--- config.mk ---
export PLATFORM = sky130hd
export DESIGN_NAME = irq_prio_encoder_flat
export DESIGN_NICKNAME = d
export VERILOG_FILES = /design/src/rtl/irq_prio_encoder_if.sv /design/src/rtl/irq_prio_encoder.sv /design/src/flat_wrapper.sv
export SDC_FILE = /design/constraint.sdc
export NUM_CORES = 1
export LEC_CHECK = 0
export CORE_MARGIN = 2
export CORE_UTILIZATION = 53
export CTS_BUF_LIST = sky130_fd_sc_hd__clkbuf_16
export CTS_CLUSTER_DIAMETER = 200
export CTS_CLUSTER_SIZE = 28
export DETAILED_ROUTE_END_ITERATION = 6
export DONT_BUFFER_PORTS = 1
export PLACE_DENSITY = 0.78
export SLEW_MARGIN = 20
export SYNTH_ARGS = -nofsm -noshare
export SYNTH_HDL_FRONTEND = slang
export SYNTH_SLANG_ARGS = --single-unit
export TNS_END_PERCENT = 30
--- constraint.sdc ---
create_clock -name clk -period 1.4 [get_ports clk]
set_clock_uncertainty 0.15 [all_clocks]
set_input_delay 0.21 -clock clk [delete_from_list [all_inputs] [get_ports clk]]
set_output_delay 0.21 -clock clk [all_outputs]
set_load 0.02 [all_outputs]
--- src/rtl/irq_prio_encoder_if.sv ---
// Request/grant bundle for irq_prio_encoder: request lines, mask and ack in;
// interrupt, vector, pending image and timeout pulse out.
interface irq_prio_encoder_if;
  logic [7:0] req_n;
  logic [7:0] mask;
  logic       ack;
  logic       irq_n;
  logic [2:0] vec;
  logic [7:0] pending;
  logic       timeout_p;

  modport master (
    output req_n, mask, ack,
    input  irq_n, vec, pending, timeout_p
  );

  modport slave (
    input  req_n, mask, ack,
    output irq_n, vec, pending, timeout_p
  );
endinterface

--- src/rtl/irq_prio_encoder.sv ---
// Eight-line priority interrupt encoder with IDLE/ACTIVE/GAP grant FSM and ack timeout.
// Define IRQ_EDGE_TRIG_EN for falling-edge latched requests; default is level mode.
module irq_prio_encoder #(
  parameter int unsigned TIMEOUT = 255
) (
  input logic              clk,
  input logic              reset,
  irq_prio_encoder_if.slave bus
);

  typedef enum logic [1:0] {
    IDLE,
    ACTIVE,
    GAP
  } state_e;

  localparam bit         TimeoutEn = (TIMEOUT != 0);
  localparam logic [7:0] CntLast   = 8'(TIMEOUT - 1);

  state_e     state_q, state_d;
  logic [7:0] req_s_q;
  logic [7:0] pending_q, pending_d;
  logic [7:0] arb_src, cand;
  logic [2:0] vec_q, vec_d, win;
  logic       irq_n_q, irq_n_d;
  logic       tout_q, tout_d;
  logic [7:0] cnt_q, cnt_d;

`ifdef IRQ_EDGE_TRIG_EN
  logic [7:0] req_p_q;
  logic [7:0] set_m, clr_m;

  always_ff @(posedge clk) begin
    if (reset) req_p_q <= '1;
    else       req_p_q <= req_s_q;
  end

  // A new edge and an ack clearing the same bit in one cycle: the edge wins.
  always_comb begin
    set_m     = req_p_q & ~req_s_q;
    clr_m     = (state_q == ACTIVE && bus.ack) ? (8'd1 << vec_q) : '0;
    pending_d = (pending_q & ~clr_m) | set_m;
  end

  assign arb_src = pending_q;
`else
  assign pending_d = ~req_s_q;
  // Arbitrating on the value being latched saves one edge of latency.
  assign arb_src   = pending_d;
`endif

  assign cand = arb_src & bus.mask;

  always_comb begin
    win = '0;
    for (int unsigned i = 0; i < 8; i++) begin
      if (cand[i]) win = 3'(i);
    end
  end

  always_comb begin
    state_d = state_q;
    vec_d   = vec_q;
    irq_n_d = 1'b1;
    tout_d  = 1'b0;
    cnt_d   = '0;
    case (state_q)
      IDLE: begin
        if (|cand) begin
          state_d = ACTIVE;
          vec_d   = win;
          irq_n_d = 1'b0;
        end
      end
      ACTIVE: begin
        irq_n_d = 1'b0;
        if (TimeoutEn) cnt_d = cnt_q + 8'd1;
        if (bus.ack) begin
          state_d = GAP;
          irq_n_d = 1'b1;
          cnt_d   = '0;
        end else if (TimeoutEn && cnt_q == CntLast) begin
          state_d = GAP;
          irq_n_d = 1'b1;
          tout_d  = 1'b1;
          cnt_d   = '0;
        end
      end
      GAP: begin
        state_d = IDLE;
      end
      default: begin
        state_d = IDLE;
      end
    endcase
  end

  always_ff @(posedge clk) begin
    if (reset) begin
      state_q   <= IDLE;
      req_s_q   <= '1;
      pending_q <= '0;
      vec_q     <= '0;
      irq_n_q   <= 1'b1;
      tout_q    <= 1'b0;
      cnt_q     <= '0;
    end else begin
      state_q   <= state_d;
      req_s_q   <= bus.req_n;
      pending_q <= pending_d;
      vec_q     <= vec_d;
      irq_n_q   <= irq_n_d;
      tout_q    <= tout_d;
      cnt_q     <= cnt_d;
    end
  end

  assign bus.irq_n     = irq_n_q;
  assign bus.vec       = vec_q;
  assign bus.pending   = pending_q;
  assign bus.timeout_p = tout_q;

endmodule

--- src/flat_wrapper.sv ---
// flat-port wrapper written by rule: the top's interface ports become plain ports
module irq_prio_encoder_flat 
#(
  parameter int unsigned TIMEOUT = 255
)
  (clk, reset, bus_req_n, bus_mask, bus_ack, bus_irq_n, bus_vec, bus_pending, bus_timeout_p);
  irq_prio_encoder_if bus_i ();
  input logic clk;
  input logic reset;
  input wire logic [$bits(bus_i.req_n)-1:0] bus_req_n;
  input wire logic [$bits(bus_i.mask)-1:0] bus_mask;
  input wire logic [$bits(bus_i.ack)-1:0] bus_ack;
  output wire logic [$bits(bus_i.irq_n)-1:0] bus_irq_n;
  output wire logic [$bits(bus_i.vec)-1:0] bus_vec;
  output wire logic [$bits(bus_i.pending)-1:0] bus_pending;
  output wire logic [$bits(bus_i.timeout_p)-1:0] bus_timeout_p;
  assign bus_i.req_n = bus_req_n;
  assign bus_i.mask = bus_mask;
  assign bus_i.ack = bus_ack;
  assign bus_irq_n = bus_i.irq_n;
  assign bus_vec = bus_i.vec;
  assign bus_pending = bus_i.pending;
  assign bus_timeout_p = bus_i.timeout_p;
  irq_prio_encoder #(.TIMEOUT(TIMEOUT)) u_core (.clk(clk), .reset(reset), .bus(bus_i));
endmodule
Word level (Yosys, flattened, before mapping)

Index checks and enable logic that the tools add are counted.

Register bits after elaboration: 31
Output and inout port bits: 13
Logic and storage cells: 36

Add/subtract/negate cells: 1
Eq/ne operators: 4
Muxes and demuxes: 15
Bitwise operators: 3
Reductions and logical operators: 6

Operator list:

| kind                | count |
|---|---|
| $mux 3              | 6 |
| $add 8x1->8 const B | 1 |
| $and 8x8->8         | 1 |
| $eq 8x8->1 const B  | 1 |
| $not 8->8           | 1 |
| $reduce_or 8->1     | 1 |
| $mux 2              | 3 |
| $mux 1              | 4 |
| $pmux 2 s2          | 1 |
| $reduce_and 2->1    | 2 |
| $reduce_or 4->1     | 1 |
| $ne 3x2->1 const B  | 1 |
| $reduce_or 3->1     | 1 |
| $eq 2x1->1 const B  | 1 |
| $logic_not 2->1     | 1 |
| $ne 2x1->1 const B  | 1 |
| $pmux 1 s2          | 1 |
| $not 1->1           | 1 |

Depth between registers and ports, before layout

Word-level depth: 9
Depth in mapped cells: 5

Worst setup path after synthesis

OpenSTA, ideal clock, no wires.

Path kind: register to register
From: reg u_core.req_s_q[3]
To: reg u_core.vec_q[2], in the netlist u_core.bus.vec[2]
Setup time: 116 ps
Arrival time: 1,138 ps
Required time: 1,134 ps
Path slack: -4 ps
Stages on the path, launching flop included: 5
Buffers on the path: 0
Clock period less this slack: 1,404 ps
Cell sequence: dfxtp_1 nand2b_4 o2111a_1 a211o_4 a31o_1

Longest elaborated chain between the ends: 7
Elaborated cells between the ends (all ways): 9
Classes of those cells: 5 x mux; 2 x bitwise; 2 x reduce/logical

RTL lines:

| what                   | RTL line                | source |
|---|---|---|
| start, declared        | irq_prio_encoder.sv:21  | `logic [7:0] req_s_q;` |
| start signal, assigned | irq_prio_encoder.sv:109 | `req_s_q <= bus.req_n;` |
| $not 8->8 *            | irq_prio_encoder.sv:47  | `assign pending_d = ~req_s_q;` |
| $and 8x8->8 *          | irq_prio_encoder.sv:52  | `assign cand = arb_src & bus.mask;` |
| $mux 3 (5 in a row)    | irq_prio_encoder.sv:57  | `if (cand[i]) win = 3'(i);` |
| end signal, assigned   | irq_prio_encoder.sv:111 | `vec_q <= vec_d;` |
| end, declared          | irq_prio_encoder.sv:24  | `logic [2:0] vec_q, vec_d, win;` |

Every way passes the cells marked *; elsewhere a longest branch is shown, timed or not.
A chain may end at the register's enable or synchronous reset.

Worst setup path in the final report

From: reg u_core.req_s_q[3]
To: reg u_core.vec_q[0], in the netlist u_core.bus.vec[0]

The elaborated chain is that of the path after synthesis.

==> flow_metrics.tcl <==
set metrics [dict create \
    cp-startpoint "u_core.req_s_q[3]" \
    min_period_ns 1.51 \
    synth.largest_area_cell "dfxtp_1" \
    worstPathArrival_ns 1.55 \
    place_ws_ns -0.0614 \
    placed_cell_area_um2 1260 \
    core_um2 2000 \
    num_vias 906 \
    rsz0062_at_grt "true" \
    p_leak_uw 0.000705 \
    violations "negative hold slack, negative setup slack" \
    cts_sinks 31 \
    fin_util_pct 82.1 \
    clock_path_buffers 2 \
    clk_pin_slew_ns 0.05 \
    grt_max_degree 24 \
    synth_cell_types 33 \
    cts_tree "yes" \
    tightest_slew_ns 0.510 \
    setup_tns_ns -0.362 \
    drc 0 \
    fin_crit_sh_pct 108 \
    ys_seq_area_share_pct 54.0 \
    die_h_um 50.6 \
    critPathLaunchType "flip-flop" \
    area_growth_pct 43.1 \
    post-synth-top-count-cell "dfxtp_1" \
    avgSynthCellArea_um2 10.6 \
    relSlewSlack_pct 65.9 \
    fmax_mhz 663 \
    cts-root-buf "clkbuf_16" \
    yosys-top-cells-area "dfxtp_1, nor2_1, or2_2, nand2b_4, xnor2_1" \
    worstPathMaxFanout 5 \
    synth_edf_count 0 \
    htreeDepth 2 \
    routed_wl_um 2730 \
    numCtsBuffers 5 \
    first_iter_violations 4 \
    status "complete, but fails checks" \
    netlist_area_um2 1150 \
    dpl.hpwl_um 1570 \
    hold_slack_ns -0.00865 \
    yosys.area.top_type_share_pct 54.0 \
    max-cap-violations 0 \
    slowest_stage "a211o_4" \
    final_antenna_net_count 0 \
    row_count 16 \
    antenna_found_initial 0 \
    syn-num-nets 129 \
    yosysWarnings 0 \
    yosys_register_bits 31 \
    total_power_uw 2390 \
    power.density_nw_per_um2 1450 \
    die_area_um2 2560 \
    grt_pass1_vias 921 \
    drive_above_1_share_pct 32.6 \
    gr-total-overflow 0 \
    setup_viol 5 \
    crit_type "flip-flop to flip-flop" \
    grt_usage_pct 22.5 \
    synth_ff_type "dfxtp_1" \
    syn_inst 108 \
    slew_viol_final 0 \
    hold_class "input port to flip-flop" \
    antenna_cells 0 \
    max_stage_delay_ns 0.38 \
    worstPathCellList "nand2b_4, o2111a_2, a211o_4, o31ai_4" \
    drtPass1Iterations 4 \
    async_flop_share_pct 0 \
    initial_utilization_pct 57.4 \
    min_from "reset" \
    wl_per_cell_um 16.0 \
    n_fill_cell 107 \
    irDropWorstVdd_mv 1.21 \
    regToRegStartpoint "u_core.req_s_q[3]" \
    cp-end-kind "flip-flop" \
    clk_latency_ns 0.28 \
    crit_required_ns 1.44 \
    hold_viol 1 \
    place_congestion 0.799 \
    die-width_um 50.6 \
    design_area_um2 1640 \
    vias_per_cell 5.30 \
    io_buffer_count 0 \
    boundaryPins 32 \
    yosys-top-cells-count "dfxtp_1, nor2_1, or2_2, nor2b_1" \
    worst_slack_ns -0.109 \
    fin_nets 164 \
    grt_first_pass_wirelength_um 4140 \
]
==> report_power, final <==
group / switching, µW / total (µW) / internal (µW)
Sequential: 56.3 / 987 / 931
Clock: 374 / 1200 / 828
Combinational: 85.1 / 202 / 117
==> metrics by stage <==
| stage | hold slack (ns) | instances |
|---|---|---|
| final | -0.00865 | 171 |
| after global placement | 0.130 | 145 |
| after CTS | -0.143 | 169 |
| after global routing | 0.00542 | 171 |
| after floorplan | 0.164 | 108 |
| after detailed placement | 0.132 | 145 |
==> cells by family (layout without fill, tap and decap cells) <==
group / Yosys count / in the layout / synth area share [%]
compound gates: 12 / 12 / 9.48
xor+xnor: 6 / 6 / 4.58
fa+ha+maj: 2 / 2 / 2.18
buf+inv: 5 / 41 / 1.63
flops: 31 / 31 / 54.0
mux: 1 / 1 / 0.871
simple gates: 51 / 51 / 27.2
==> flip-flops by register name (all words and copies together) (netlist names) <==
signal                flops
u_core.bus.irq_n          1
u_core.bus.pending        8
u_core.req_s_q            8
u_core.bus.vec            3
u_core.cnt_q              8
u_core.state_q            2
u_core.bus.timeout_p      1
==> what timing repair did <==
item | CTS | global route
endpoints found under the setup margin | 5 | 14
endpoints found under the hold margin | 21 | 12
gates cloned | 0 | 0
hold buffers | 16 | 1
gates resized for setup | 3 | 8
pin swaps | 2 | 3
buffers inserted | 0 | 1
==> per-layer routing <==
| layer | vias to the layer above | track usage [%] | part of all wire, % |
|---|---|---|---|
| li1 | 436 | - | - |
| met1 | 437 | 22.7 | 39 |
| met5 | - | 0 | 0 |
| met3 | 5 | 10.1 | 6.3 |
| met4 | 0 | 8.11 | 1.3 |
| met2 | 28 | 40.6 | 53 |
==> layout make-up <==
type	instances	area, µm²	area share (%)
clock inverters	3	38.8	2.36
flip-flops and latches	31	627	38.1
clock buffers	5	125	7.61
multi-input cells	72	541	32.9
repair buffers	30	268	16.3
well taps	27	33.8	2.05
inverters	3	11.3	0.685
==> layout by cell type, fill, tap and decap left out, types with 2 or more instances in the layout <==
cell	n
dfxtp_1	26
nor2_1	18
dlygate4sd3_1	17
buf_4	13
or2_2	8
clkbuf_16	5
dfxtp_2	5
nor2b_1	4
inv_1	3
nand2b_4	3
nand2_1	3
xnor2_1	3
nand3_1	3
xor2_1	3
nor2b_2	2
and2b_2	2
ha_1	2
==> worst max-delay path: cells and delay by family (launching register included) <==
kind            cells  cell delay (ns)
compound gates      3             0.82
flops               1             0.31
simple gates        1             0.13
==> worst paths after layout <==
path	end	slack, ns	cells after the start
setup / recovery	u_core.bus.vec[0]	-0.11	4
hold reg to reg	u_core.cnt_q[5]	0.37	2
hold / removal	u_core.bus.timeout_p	-0.009	2
setup reg to reg	u_core.bus.vec[0]	-0.11	4
No activity file was read; power rests on OpenSTA's default activity.
